### config.mk
export PLATFORM = sky130hd
export DESIGN_NAME = truth_sweep
export DESIGN_NICKNAME = d
export VERILOG_FILES = /design/src/rtl/truth_sweep.sv
export SDC_FILE = /design/constraint.sdc
export NUM_CORES = 1
export LEC_CHECK = 0
export ABC_CLOCK_PERIOD_IN_PS = 2300
export CORE_MARGIN = 2
export CORE_UTILIZATION = 51
export DETAILED_ROUTE_END_ITERATION = 8
export GPL_TIMING_DRIVEN = 0
export MAX_ROUTING_LAYER = met4
export PLACE_DENSITY = 0.82
export SLEW_MARGIN = 5
export SYNTH_ARGS = -nofsm -noshare
export SYNTH_HDL_FRONTEND = slang
export SYNTH_SLANG_ARGS = --single-unit
### constraint.sdc
create_clock -name clk -period 2.3 [get_ports clk]
set_clock_uncertainty 0.15 [all_clocks]
set_input_delay 0.46 -clock clk [delete_from_list [all_inputs] [get_ports clk]]
set_output_delay 0.46 -clock clk [all_outputs]
set_load 0.03 [all_outputs]
### src/rtl/truth_sweep.sv
// Truth-table sweeper: steps {A,B,C,D} through 0..15, holds each for DWELL cycles,
// captures f_in per index into table_out. Optional check port: define SWEEP_CHECK_EN.
module truth_sweep #(
  parameter int unsigned DWELL = 20
) (
  input  logic        clk,
  input  logic        rst,
  input  logic        start,
  input  logic        abort,
  input  logic        f_in,
`ifdef SWEEP_CHECK_EN
  input  logic [15:0] expected,
  output logic        mismatch,
`endif
  output logic        A,
  output logic        B,
  output logic        C,
  output logic        D,
  output logic        busy,
  output logic        done,
  output logic [15:0] table_out
);

  localparam logic [1:0] S_IDLE  = 2'd0;
  localparam logic [1:0] S_DRIVE = 2'd1;
  localparam logic [1:0] S_DONE  = 2'd2;

  localparam logic [7:0] DWELL_LAST = 8'(DWELL - 1);

  logic [1:0]  state_q, state_d;
  logic [3:0]  idx_q, idx_d;
  logic [7:0]  cnt_q, cnt_d;
  logic [15:0] table_q, table_d;
  logic        start_ok;

  assign start_ok = (state_q == S_IDLE) && start && !abort;

  // idx_q doubles as the stimulus register; it is forced to 0 whenever DRIVE is left.
  always_comb begin
    state_d = state_q;
    idx_d   = idx_q;
    cnt_d   = cnt_q;
    table_d = table_q;
    case (state_q)
      S_IDLE: begin
        if (start_ok) begin
          state_d = S_DRIVE;
          idx_d   = '0;
          cnt_d   = '0;
          table_d = '0;
        end
      end
      S_DRIVE: begin
        if (abort) begin
          state_d = S_IDLE;
          idx_d   = '0;
          cnt_d   = '0;
        end else if (cnt_q == DWELL_LAST) begin
          table_d[idx_q] = f_in;
          cnt_d          = '0;
          if (idx_q == 4'hF) begin
            state_d = S_DONE;
            idx_d   = '0;
          end else begin
            idx_d = idx_q + 4'd1;
          end
        end else begin
          cnt_d = cnt_q + 8'd1;
        end
      end
      S_DONE: begin
        state_d = S_IDLE;
      end
      default: begin
        state_d = S_IDLE;
        idx_d   = '0;
        cnt_d   = '0;
      end
    endcase
  end

  always_ff @(posedge clk) begin
    if (rst) begin
      state_q <= S_IDLE;
      idx_q   <= '0;
      cnt_q   <= '0;
      table_q <= '0;
    end else begin
      state_q <= state_d;
      idx_q   <= idx_d;
      cnt_q   <= cnt_d;
      table_q <= table_d;
    end
  end

  assign {A, B, C, D} = idx_q;
  assign busy         = (state_q == S_DRIVE);
  assign done         = (state_q == S_DONE);
  assign table_out    = table_q;

`ifdef SWEEP_CHECK_EN
  logic mismatch_q, mismatch_d;

  // Evaluated against the table including the final capture, so it is valid in DONE.
  always_comb begin
    mismatch_d = mismatch_q;
    if (start_ok) begin
      mismatch_d = 1'b0;
    end else if ((state_q == S_DRIVE) && (state_d == S_DONE)) begin
      mismatch_d = (table_d != expected);
    end
  end

  always_ff @(posedge clk) begin
    if (rst) begin
      mismatch_q <= 1'b0;
    end else begin
      mismatch_q <= mismatch_d;
    end
  end

  assign mismatch = mismatch_q;
`endif

endmodule

==> qor.csv <==
metric;value;unit
nNetsFinal;216;
cts.sink_count;30;
ys_top_cells_by_area;dfxtp_1 (40%), o311ai_0 (8.1%), o21ai_0 (6.9%);
crit_path_cell_trace;clkdlybuf4s50_1, or2_2, clkbuf_1, clkbuf_1, o311ai_0, o21ai_0;
syn_area_per_cell;8.715;sq um
cts-root-buf;clkbuf_4;
fin_crit_sh;0.9608;
synth_cells;174;
ioPinCount;27;
grt_pass1_vias;1308;
r2r_start;cnt_q[0];
synth-async-reset-ratio;0;
place_ws;-0.3465;ns
critPathArrivalTime;2.27;ns
finalSetupTns;0;ns
critPathLaunchType;primary input;
clk_path_buf_depth;2;
relSlewSlack;0.6047;
power_density;496.3;nW/um^2
ys_warn_count;0;
rows;19;
yosys.area.top_type;dfxtp_1;
drt_iter0_markers;112;
whs_endpoint;idx_q[1];
start_util;0.5452;
core-area;2781;sq um
ys.flop_type;dfxtp_1;
grt_pass1_wl;6.030;mm
end_kind;flip-flop;
gp_congestion;0.8965;
path_clk_slew;0.10;ns
hold_buffers;0;
min_period;2.210;ns
cts_buffers;5;
grt_usage;0.2404;
ant_nets;0;
clk_latency;0.33;ns
synthToLayoutAreaGrowth;23.76;%
avgRoutedWirePerCell;15.68;microns
worstMarginPinSlew;0.5917;ns
p_leak;0.6662;nW
synth_seq_cells;30;
antenna_found_initial;0;
synth_seq_area_share;0.3960;
synth_cell_types;39;
cpPeakStageDelay;0.50;ns
timing.final.max_slew_violations;0;
antenna_cells;0;
hp-class;in -> reg;
route.vias.total;1495;
crit_type;in -> reg;
cp_max_fo;10;
hpwl;2.726;mm
die_h;58.53;microns
synth_common_cells;dfxtp_1 (30), o21ai_0 (21), a21oi_1 (17), o311ai_0 (14), clkbuf_1 (10);
rsz0062_at_grt;no;
reg2reg_to;table_out[7];
vdd_drop_max;0.3912;mV
cp.required;2.36;ns
dpl.cell_count;230;
grt_overflow;0;
cpMostUsedCell;clkbuf_1;
post-route-util;0.6748;
setup_viol;0;
hold_ws;0.3481;ns
final_layout_size_suffix_gt1_frac;0.1014;
dpl-instance-area;1805;sq um
cts_tree;done;
port_buffers;25;
drv_cap;0;
path_delay_family;buffers and inverters;
grt_max_degree;11;
crit_slowest_cell;clkdlybuf4s50_1;
synth_edf_count;0;
cts_resized;6;
reg2reg_depth;6;
finalPower;0.9315;mW
fmax;452.5;MHz
synth_area;1516;sq um
die-area;3426;sq um
routed_via_density;6.282;
yosysTopAreaCellShare;0.3960;
whs_path_depth;2;
path_buf_inv;3;
yosysMostFrequentCell;dfxtp_1;
postCtsSetupBuffers;0;
final.setup.worst_slack;0.09027;ns
syn_nets;184;
drc;0;
min-delay-start;rst;
dieWidth;58.53;microns
fin_area;1877;sq um
firstDrtPassIters;4;
routed_wl;3.732;mm
htreeDepth;2;
reg2reg_slack;0.13;ns
hold_viol_final;0;
status;finished clean;
stdcell_count;238;
[report_power, final]
part           switching, mW  internal (mW)  total, mW
clock network          0.190          0.148      0.338
logic                 0.0464         0.0225     0.0689
registers            0.00236          0.522      0.524
total                  0.239          0.692      0.931
[metal layers]
| layer | GRT usage | vias up | share of wire |
|---|---|---|---|
| li1 | - | 723 | - |
| met1 | 0.3061 | 682 | 0.43 |
| met2 | 0.3596 | 82 | 0.46 |
| met3 | 0.07473 | 8 | 0.091 |
| met4 | 0.08638 | 0 | 0.015 |
| met5 | - | - | 0 |
[flip-flops by register name, indices dropped and copies added (netlist names)]
register	cells
state_q	2
cnt_q	8
idx_q	4
table_out	16
[logic make-up after synthesis]
group,Yosys count,share of synthesized area
flip-flops,30,0.3960
adder cells (fa/ha/maj),5,0.04125
XOR/XNOR,7,0.04043
buffers and inverters,16,0.04043
AND/OR/NAND/NOR,47,0.1873
AO/OA/AOI/OAI,69,0.2946
[how the worst max path moves through the flow]
stage,endpoint,startpoint,slack (ns),cells past startpoint
final,table_out[14],abort,0.09,6
after global routing,cnt_q[0],abort,0.005,5
after CTS,idx_q[3],start,-0.004,5
after detailed placement,idx_q[3],start,-0.35,5
after global placement,idx_q[3],start,-0.29,5
after floorplan,idx_q[3],abort,0.35,4
[layout make-up]
type | count | area [sq um]
well taps | 31 | 38.79
repair buffers | 25 | 244.0
clock inverters | 1 | 5.005
clock buffers | 7 | 55.05
multi-input cells | 128 | 867.1
inverters | 5 | 18.77
flip-flops and latches | 30 | 600.6
plain buffers | 11 | 47.55
fillers | 232 | 904.6
[cell usage in the layout, fill, tap and decap left out, types with 2 or more instances in the layout]
| master | count |
|---|---|
| dfxtp_1 | 30 |
| clkdlybuf4s50_1 | 23 |
| o21ai_0 | 21 |
| a21oi_1 | 17 |
| o311ai_0 | 14 |
| nor2_1 | 9 |
| nand2_1 | 8 |
| clkbuf_1 | 7 |
| nor2b_1 | 6 |
| xor2_1 | 6 |
| inv_1 | 5 |
| ha_1 | 5 |
| clkbuf_4 | 5 |
| nand2b_1 | 4 |
| clkbuf_2 | 4 |
| a31oi_1 | 4 |
| o2111ai_1 | 3 |
| nand3_1 | 3 |
| buf_2 | 2 |
| and3_1 | 2 |
| and4_1 | 2 |
| o211ai_1 | 2 |
| or2_2 | 2 |
(Power assumes the default switching activity.)
